### config.mk
export PLATFORM = sky130hd
export DESIGN_NAME = audio_in_level_detector
export DESIGN_NICKNAME = d
export VERILOG_FILES = /design/src/rtl/audio_in_pkg.sv /design/src/rtl/audio_in_mag.sv /design/src/rtl/audio_in_level_detector.sv
export SDC_FILE = /design/constraint.sdc
export NUM_CORES = 1
export LEC_CHECK = 0
export BUFFER_PORTS_ARGS = -buffer_cell sky130_fd_sc_hd__buf_4
export CORE_ASPECT_RATIO = 1.5
export CORE_MARGIN = 2
export CORE_UTILIZATION = 55
export CTS_CLUSTER_SIZE = 25
export DETAILED_ROUTE_END_ITERATION = 10
export PLACE_DENSITY = 0.76
export SLEW_MARGIN = 40
export SYNTH_ARGS = -nofsm -noshare
export SYNTH_HDL_FRONTEND = slang
export SYNTH_SLANG_ARGS = --single-unit
### constraint.sdc
create_clock -name CLOCK_50 -period 12.5 [get_ports CLOCK_50]
set_input_delay 0.625 -clock CLOCK_50 [delete_from_list [all_inputs] [get_ports CLOCK_50]]
set_output_delay 0.625 -clock CLOCK_50 [all_outputs]
set_load 0.05 [all_outputs]
### src/rtl/audio_in_pkg.sv
// Shared types and helpers for the audio-in level detector.
// Contents: FSM state encoding, saturated-magnitude ceiling helper.
package audio_in_pkg;

    typedef enum logic [1:0] {
        IDLE   = 2'd0,
        POP    = 2'd1,
        UPDATE = 2'd2,
        REPORT = 2'd3
    } state_t;

    // Largest positive two's-complement value for a given sample width.
    function automatic logic [63:0] mag_max(input int unsigned data_w);
        return (64'd1 << (data_w - 1)) - 64'd1;
    endfunction

endpackage

### src/rtl/audio_in_mag.sv
// Combinational stereo magnitude: max(|left|, |right|), where the most
// negative code saturates to the largest positive code.
// Ports:
//   left, right : signed samples, DATA_W bits
//   mag_c       : unsigned magnitude, DATA_W bits (combinational)
module audio_in_mag
    import audio_in_pkg::*;
#(
    parameter int unsigned DATA_W = 32
) (
    input  logic [DATA_W-1:0] left,
    input  logic [DATA_W-1:0] right,
    output logic [DATA_W-1:0] mag_c
);

    localparam logic [DATA_W-1:0] MAG_CEIL = DATA_W'(mag_max(DATA_W));
    localparam logic [DATA_W-1:0] NEG_MIN  = {1'b1, {(DATA_W-1){1'b0}}};

    // |x| with -2**(DATA_W-1) clamped, since its negation is not representable.
    function automatic logic [DATA_W-1:0] sat_abs(input logic [DATA_W-1:0] x);
        if (x == NEG_MIN)
            return MAG_CEIL;
        else if (x[DATA_W-1])
            return -x;
        else
            return x;
    endfunction

    logic [DATA_W-1:0] abs_l;
    logic [DATA_W-1:0] abs_r;

    always_comb begin
        abs_l = sat_abs(left);
        abs_r = sat_abs(right);
        mag_c = (abs_l > abs_r) ? abs_l : abs_r;
    end

endmodule

### src/rtl/audio_in_level_detector.sv
// Reader side of the codec input FIFO: pops stereo samples with a one-cycle
// strobe, tracks the peak magnitude of each 2**WIN_LOG2-sample window and
// drives a hysteretic sound_detected flag.
// Optional feature: define AUDIO_IN_AVG_EN to add avg_level (window mean magnitude).
// Ports:
//   CLOCK_50, resetn              : clock, async active-low reset
//   enable                        : run; low aborts the current window
//   threshold                     : unsigned detect level, sampled at window end
//   audio_in_available            : FIFO non-empty, sample buses valid
//   left/right_channel_audio_in   : signed samples
//   read_audio_in                 : one-cycle pop strobe
//   peak_level, level_valid       : window peak and its update pulse
//   sound_detected                : hysteretic detect flag
//   avg_level (AUDIO_IN_AVG_EN)   : window mean magnitude
module audio_in_level_detector
    import audio_in_pkg::*;
#(
    parameter int unsigned DATA_W       = 32,
    parameter int unsigned WIN_LOG2     = 10,
    parameter int unsigned HOLD_WINDOWS = 4
) (
    input  logic              CLOCK_50,
    input  logic              resetn,
    input  logic              enable,
    input  logic [DATA_W-1:0] threshold,
    input  logic              audio_in_available,
    input  logic [DATA_W-1:0] left_channel_audio_in,
    input  logic [DATA_W-1:0] right_channel_audio_in,
    output logic              read_audio_in,
    output logic [DATA_W-1:0] peak_level,
    output logic              level_valid,
    output logic              sound_detected
`ifdef AUDIO_IN_AVG_EN
    ,
    output logic [DATA_W-1:0] avg_level
`endif
);

    localparam int unsigned Q_W   = $clog2(HOLD_WINDOWS + 1);
    localparam int unsigned ACC_W = DATA_W + WIN_LOG2;

    state_t state;
    state_t next_state;

    logic [DATA_W-1:0]   l_q;
    logic [DATA_W-1:0]   r_q;
    logic [DATA_W-1:0]   mag_c;
    logic [DATA_W-1:0]   fin_peak_c;
    logic [WIN_LOG2-1:0] sample_cnt;
    logic [DATA_W-1:0]   win_peak;
    logic [Q_W-1:0]      quiet_cnt;

    logic capture_c;
    logic update_c;
    logic last_c;
    logic clear_c;

    audio_in_mag #(.DATA_W(DATA_W)) u_mag (
        .left  (l_q),
        .right (r_q),
        .mag_c (mag_c)
    );

    // State register.
    always_ff @(posedge CLOCK_50 or negedge resetn) begin
        if (!resetn)
            state <= IDLE;
        else
            state <= next_state;
    end

    // Next-state logic. IDLE is always revisited between pops, giving a
    // 3-cycle minimum pop spacing so a stale available bit is never re-popped.
    always_comb begin
        next_state = state;
        unique case (state)
            IDLE:    if (enable && audio_in_available) next_state = POP;
            POP:     next_state = UPDATE;
            UPDATE:  next_state = last_c ? REPORT : IDLE;
            REPORT:  next_state = IDLE;
            default: next_state = IDLE;
        endcase
    end

    // Decoded control strobes.
    always_comb begin
        capture_c = 1'b0;
        update_c  = 1'b0;
        last_c    = 1'b0;
        clear_c   = 1'b0;
        if (state == POP)
            capture_c = 1'b1;
        if (state == UPDATE && enable)
            update_c = 1'b1;
        if (update_c && (sample_cnt == {WIN_LOG2{1'b1}}))
            last_c = 1'b1;
        // Disabled: abandon the partial window without reporting it.
        if (!enable && (state == IDLE || state == UPDATE))
            clear_c = 1'b1;
    end

    // Peak including the sample being folded in this cycle.
    always_comb begin
        fin_peak_c = (mag_c > win_peak) ? mag_c : win_peak;
    end

    // Datapath, window bookkeeping and detect hysteresis. Window results are
    // written on the UPDATE->REPORT edge so they are visible during REPORT.
    always_ff @(posedge CLOCK_50 or negedge resetn) begin
        if (!resetn) begin
            read_audio_in  <= 1'b0;
            level_valid    <= 1'b0;
            peak_level     <= '0;
            sound_detected <= 1'b0;
            l_q            <= '0;
            r_q            <= '0;
            sample_cnt     <= '0;
            win_peak       <= '0;
            quiet_cnt      <= '0;
        end else begin
            read_audio_in <= (next_state == POP);
            level_valid   <= last_c;

            if (capture_c) begin
                l_q <= left_channel_audio_in;
                r_q <= right_channel_audio_in;
            end

            if (clear_c) begin
                sample_cnt <= '0;
                win_peak   <= '0;
            end else if (update_c) begin
                sample_cnt <= sample_cnt + WIN_LOG2'(1);
                if (last_c) begin
                    win_peak   <= '0;
                    peak_level <= fin_peak_c;
                    if (fin_peak_c >= threshold) begin
                        sound_detected <= 1'b1;
                        quiet_cnt      <= '0;
                    end else if (fin_peak_c < (threshold >> 1)) begin
                        if (quiet_cnt + Q_W'(1) >= Q_W'(HOLD_WINDOWS)) begin
                            sound_detected <= 1'b0;
                            quiet_cnt      <= '0;
                        end else begin
                            quiet_cnt <= quiet_cnt + Q_W'(1);
                        end
                    end else begin
                        // Between half-threshold and threshold: hold flag, restart quiet run.
                        quiet_cnt <= '0;
                    end
                end else begin
                    win_peak <= fin_peak_c;
                end
            end
        end
    end

`ifdef AUDIO_IN_AVG_EN
    // Window sum of magnitudes; WIN_LOG2 guard bits make overflow impossible.
    logic [ACC_W-1:0] acc;
    logic [ACC_W-1:0] acc_sum_c;

    always_comb begin
        acc_sum_c = acc + ACC_W'(mag_c);
    end

    always_ff @(posedge CLOCK_50 or negedge resetn) begin
        if (!resetn) begin
            acc       <= '0;
            avg_level <= '0;
        end else if (clear_c) begin
            acc <= '0;
        end else if (update_c) begin
            if (last_c) begin
                acc       <= '0;
                avg_level <= DATA_W'(acc_sum_c >> WIN_LOG2);
            end else begin
                acc <= acc_sum_c;
            end
        end
    end
`endif

endmodule

## After elaboration in Yosys (flattened, before gate mapping)

Cells that the tools add are included.

- Input port bits: 100
- Output and inout port bits: 35
- Register bits: 146
- Logic and storage cells: 63

- Reduce and logical (&&, ||, !) cells: 12
- Add/sub/neg operators: 4
- Magnitude comparators: 5
- Bitwise operators: 1
- Mux-type cells: 24
- Equal/unequal tests: 7

Operator list:

| kind | count |
|---|---|
| 32-bit two-way mux | 9 |
| 32-bit equality test, second input constant | 2 |
| 32-bit greater-than comparator | 2 |
| 32-bit negator | 2 |
| 32-bit >= comparator | 1 |
| 32-bit by 31-bit < comparator with 1-bit output | 1 |
| 10-bit two-way mux | 2 |
| 10-bit by 1-bit adder with 10-bit output, second input constant | 1 |
| 10-bit equality test, second input constant | 1 |
| 3-bit two-way mux | 3 |
| 2-bit one-hot mux with 4 select lines | 1 |
| 1-bit two-way mux | 7 |
| 2-bit nonzero test | 3 |
| 5-bit AND reduction | 1 |
| 2-bit by 1-bit equality test with 1-bit output, second input constant | 2 |
| 2-bit equality test, second input constant | 2 |
| 1-bit logical AND | 4 |
| 2-bit two-way mux | 2 |
| 3-bit by 1-bit adder with 3-bit output, second input constant | 1 |
| 3-bit >= comparator, second input constant | 1 |
| 3-bit AND reduction | 1 |
| 2-bit logical NOT | 1 |
| 1-bit logical NOT | 1 |
| 1-bit logical OR | 1 |
| 1-bit NOT | 1 |

## Depth between registers and ports, before layout

- Depth after elaboration: 10
- Mapped depth: 41
- Mapped depth without buffers: 34

## Hierarchy

Synthesis repeated with hierarchy kept, for this count alone.

- Cell total of the unflattened synthesis: 1129
- Area total of the unflattened synthesis: 11053.1 um^2

By module, submodules not included:

| module | cells an instance | instances | area an instance (um^2) | seq. area each (um^2) |
|---|---|---|---|---|
| audio_in_level_detector | 709 | 1 | 8114.0 | 3653.5 |
| audio_in_mag | 420 | 1 | 2939.1 | 0.0 |

## Worst setup path before layout

No wires, ideal clock.

- Kind: register to register
- Start: register r_q[14]
- End: register sound_detected
- Cell stages (with the launch flop): 35
- Buffers on the path: 6
- Path slack: 3064 ps
- Arrival: 9314 ps
- Clock period less this slack: 9436 ps
- Setup time: 121 ps
- Required time: 12379 ps
- Cell sequence: dfrtp_1 -> or4_4 -> or4b_1 -> buf_2 -> or4b_2 -> clkbuf_1 -> nand2_1 -> inv_1 -> ha_1 -> nand4_1 -> nor4_1 -> nor2b_1 -> o41a_1 -> nor2_1 -> clkbuf_1 -> clkbuf_1 -> mux2_2 -> ha_1 -> nand4_1 -> or3_1 -> a21oi_1 -> o311a_1 -> or2_2 -> clkbuf_1 -> clkbuf_1 -> mux2_2 -> ha_1 -> a21oi_1 -> o21ai_0 -> a221o_1 -> a211oi_1 -> o211ai_1 -> and2_1 -> or4_1 -> o22a_1

- Longest elaborated chain between the ends: 10
- Elaborated cells on any way between the ends: 14
- Classes of those cells: 1 x add/sub; 4 x order compare; 1 x eq/ne; 5 x mux; 3 x reduce/logical

Ends and longest elaborated chain:

| item | line | text |
|---|---|---|
| start, declared | audio_in_level_detector.sv:46 | `logic [DATA_W-1:0] r_q;` |
| start signal, assigned | audio_in_level_detector.sv:126 | `r_q <= right_channel_audio_in;` |
| 32-bit negator | audio_in_mag.sv:24 | `return -x;` |
| 32-bit two-way mux | audio_in_mag.sv:23 | `else if (x[DATA_W-1])` |
| 32-bit two-way mux * | audio_in_mag.sv:21 | `if (x == NEG_MIN)` |
| 32-bit greater-than comparator | audio_in_mag.sv:35 | `mag_c = (abs_l > abs_r) ? abs_l : abs_r;` |
| 32-bit two-way mux * | audio_in_mag.sv:35 |  |
| 32-bit greater-than comparator | audio_in_level_detector.sv:104 | `fin_peak_c = (mag_c > win_peak) ? mag_c : win_peak;` |
| 32-bit two-way mux * | audio_in_level_detector.sv:104 |  |
| net fin_peak_c[11] | audio_in_level_detector.sv:48 | `logic [DATA_W-1:0] fin_peak_c;` |
| 32-bit >= comparator or 32-bit by 31-bit < comparator with 1-bit output (tied branches) | audio_in_level_detector.sv:137, audio_in_level_detector.sv:140 |  |
| 2-bit nonzero test (no source line) | n/a |  |
| 5-bit AND reduction (no source line) | n/a |  |
| end signal, assigned | audio_in_level_detector.sv:114 | `sound_detected <= 1'b0;` |
| end signal, assigned | audio_in_level_detector.sv:138 | `sound_detected <= 1'b1;` |
| end signal, assigned | audio_in_level_detector.sv:142 | `sound_detected <= 1'b0;` |
| end, declared | audio_in_level_detector.sv:32 | `output logic sound_detected` |

The timed path passes the listed nets; every way through them passes the cells marked *.
A chain may end at the register's enable or synchronous reset.

## Worst setup path in the final report

- Start: register r_q[6]
- End: register sound_detected

Same word-level chain as after synthesis.

==> key figures <==
Run status
  • Status: finished, final reports clean

Flow run
  • Max cap viols: 0

Timing
  • Crit share post-route: 0.820
  • Hold Vio Cnt, Final: 0
  • Fin. max-slew vios: 0
  • Post-route clock skew: 11.9 ps
  • Relative slew slack: 0.484
  • RSZ-0062 raised after global routing: false
  • Min Hold Slack: 191 ps
  • Setup ws final: 2250 ps
  • Tmin final: 10250 ps
  • Setup violators final: 0
  • Worst-Margin Slew: 773 ps
  • Final TNS setup: 0 ps
  • Highest Clock Rate: 0.0975 GHz

CTS
  • Gates resized, CTS repair: 0
  • Htree depth: 4
  • Worst-Skew Late Latency: 440 ps
  • CTS Buffer Depth: 2
  • Inserted Clock Buffers: 17
  • CTS Hold Bufs: 0
  • Clock slew at reported path FFs: 70 ps
  • TritonCTS clock tree: done
  • Post-CTS setup buffer count: 0
  • Clock root buffer: clkbuf_16
  • CTS sink count: 146

Place
  • Pre-CTS setup slack: 2230 ps
  • PortBufs: 134
  • Hpwl dp: 22000 microns
  • RD Place Congestion: 0.926

Floorplan
  • Total Die Area: 0.0212 sq mm
  • Die W: 120 microns
  • Core area: 0.0197 sq mm
  • # IOs: 135
  • Die Ht: 177 microns
  • Row count: 63
  • Starting density of the core: 0.559

Synthesis
  • Synth area leaders: dfrtp_1 33%, ha_1 15%, mux2_2 12%, xor2_1 3.2%, inv_1 3.2%
  • Yosys top cell area share: 0.332
  • Simple logic cell fraction of the synthesized area: 0.145
  • Register bit count reported by yosys: 146
  • Ys flop type: dfrtp_1
  • Ys Warns: 0
  • Largest family of logic cells by synthesized area: compound AO/OA/AOI/OAI gates
  • Synth Area in Compound Gates: 0.152
  • Adder-cell share of the synthesized area: 0.148
  • Biggest area consumer among synthesized cells: dfrtp_1
  • Netlist cell types: 68
  • Post-Syn Nets: 1370
  • Sequential-to-total area share from yosys stat: 0.332
  • Async set or reset register ratio after synthesis: 1.00
  • EDFF count, synth: 0
  • Mux contribution to synthesized area: 0.137
  • XOR/XNOR share of the synthesized area: 0.0382
  • Post-Syn Instances: 1140
  • Syn Std Cell Area: 0.0110 sq mm
  • Avg Inst Size Synth: 9.66 sq um

Worst setup path
  • Slowest cell on crit path: or4b_2
  • Crit path capture: sound_detected$_DFFE_PN0P_
  • Stages on worst setup path: 29
  • RR Startpoint: r_q[6]$_DFFE_PN0P_
  • Crit end category: flop
  • Family with the most delay on the worst path: simple AND/OR/NAND/NOR gates
  • Critical path class: flop to flop
  • R2r setup slk: 2250 ps
  • Slowest Stage Delay on Critical Path: 970 ps
  • CP Launch Point: r_q[6]$_DFFE_PN0P_
  • Reg2reg path depth: 29
  • Bufs and invs on worst path: 2
  • CP Max Fanout: 43
  • Worst EP required: 12830 ps
  • Startpoint types: flop
  • RR Endpoint: sound_detected$_DFFE_PN0P_
  • Worst path arrival time: 10580 ps

Finish
  • Area delta synth->final: 17.1%
  • Layout fillers: 1612
  • Share of layout cells above drive strength 1: 0.257
  • Final #Nets: 1480
  • Inserted Diodes: 0
  • Final core utilization: 0.655

Global routing
  • Overflow after GRT: 0
  • Largest net degree at the start of global routing: 76
  • Vias in the first global route: 9444
  • Initial antenna violation count: 0
  • First-pass GRT wire length: 47900 microns
  • Total track usage: 0.286

Route
  • Vias: 9305
  • DRT iter0 DRCs: 631
  • DR DRC count: 0
  • Wire per inst: 19.2 microns
  • TritonRoute pass-1 iters: 7
  • DR vias/cell: 6.11
  • DRT Wirelength: 29200 microns
  • Routed Antenna Nets: 0

Power
  • Power Total: 0.00336 W
  • Static Leak: 6.19 nW
  • Worst vdd ir: 0.168 mV
  • PD cells: 261 mW/mm^2

Hold path
  • Worst hold path class: primary input to asynchronous set/reset pin
## per-layer routing
layer  GRT usage  wire (microns)  vias up
li1            -               -     4424
met1       0.328           11600     4516
met2       0.524           15300      296
met3      0.0463            1280       69
met4       0.120            1040        0
met5           0               0        -
## report_power, final
| part | total (W) | leakage, nW | internal, W | switching (W) |
|---|---|---|---|---|
| clock | 0.000531 | 0.287 | 0.000320 | 0.000211 |
| sequential | 0.000638 | 1.89 | 0.000547 | 0.0000909 |
| combinational | 0.00219 | 4.01 | 0.000952 | 0.00124 |
## state kept, by name (all words and copies together) (netlist names)
signal,cells
peak_level,32
l_q,32
sample_cnt,10
win_peak,32
read_audio_in,1
sound_detected,1
level_valid,1
quiet_cnt,3
state,2
r_q,32
## Yosys cell counts (3+ instances only)
library cell and count:
ha_1 130, nor2_1 41, xor2_1 40, a22o_1 31, nand2b_1 3, nand3_1 19
a221o_1 5, mux2_4 3, a2bb2oi_1 3, a221oi_1 3, nor3_1 15, o31ai_1 15
mux2i_1 10, nor4_1 11, nand4b_1 3, clkbuf_1 41, mux2_2 121, and2_1 13
or2_2 11, o41ai_1 17, buf_1 7, and4_1 4, or3_1 20, a211oi_1 8
nand4_1 31, nor2b_1 6, a21o_1 15, and3_1 8, xnor2_1 8, a31oi_1 5
inv_1 93, o21a_1 16, o211ai_1 8, nand3b_1 3, dfrtp_1 146, or4_1 11
nand2_1 93, a21oi_1 38, o311ai_0 3, o21ai_0 47
## worst register-to-register path: cells and delay by family (launching register included)
kind | cells | cell delay [ps]
AO/OA/AOI/OAI | 8 | 1930
adder cells (fa/ha/maj) | 3 | 920
buffers and inverters | 2 | 290
flip-flops | 1 | 430
multiplexers | 2 | 790
AND/OR/NAND/NOR | 14 | 5790
## metrics by stage
step | cells | cell area, sq um
2_1_floorplan | 1140 | 11000
3_3_place_gp | 1490 | 12200
3_5_place_dp | 1490 | 12300
4_1_cts | 1522 | 12900
5_1_grt | 1523 | 12900
6_report | 1523 | 12900
## cell families after synthesis
family	after synthesis
adder cells (fa/ha/maj)	130
AND/OR/NAND/NOR	303
flip-flops	146
multiplexers	134
AO/OA/AOI/OAI	236
XOR/XNOR	48
buffers and inverters	143
## cell type report
cell class                      count  area, sq um  area share
Multi-Input combinational cell    851         6900       0.534
Sequential cell                   146         3650       0.283
Timing Repair Buffer              141         1080      0.0835
Clock buffer                       20          447      0.0346
Inverter                           93          349      0.0271
Tap cell                          260          325      0.0252
Clock inverter                     12          158      0.0122
## layout by cell type, fill, tap and decap left out, drive strengths merged, types with 5 or more instances in the layout
cell type	count
o41ai	17
o211ai	8
nand3	19
or4	13
nor2b	6
nand4	31
nand2	93
nor2	41
nor4	11
a31oi	6
o21a	16
xnor2	8
xor2	40
and2	13
a22o	31
buf	141
or2	11
inv	94
clkbuf	20
a21o	15
or3	20
nor3	15
clkinv	5
o31ai	16
dfrtp	146
ha	130
mux2	124
mux2i	10
and3	8
a221o	5
o21ai	50
a211oi	8
a21oi	38
## worst min path at each step
stage               slack [ps]                        end  cells after the start                       from
floorplan                  330         l_q[0]$_DFFE_PN0P_                      0                     resetn
global placement           460  sample_cnt[9]$_DFFE_PN0P_                      1  sample_cnt[9]$_DFFE_PN0P_
detailed placement         470  sample_cnt[9]$_DFFE_PN0P_                      1  sample_cnt[9]$_DFFE_PN0P_
CTS                        220         l_q[1]$_DFFE_PN0P_                      1                     resetn
global route               250         l_q[4]$_DFFE_PN0P_                      1                     resetn
finish                     190         l_q[4]$_DFFE_PN0P_                      1                     resetn
(Power assumes the default switching activity.)
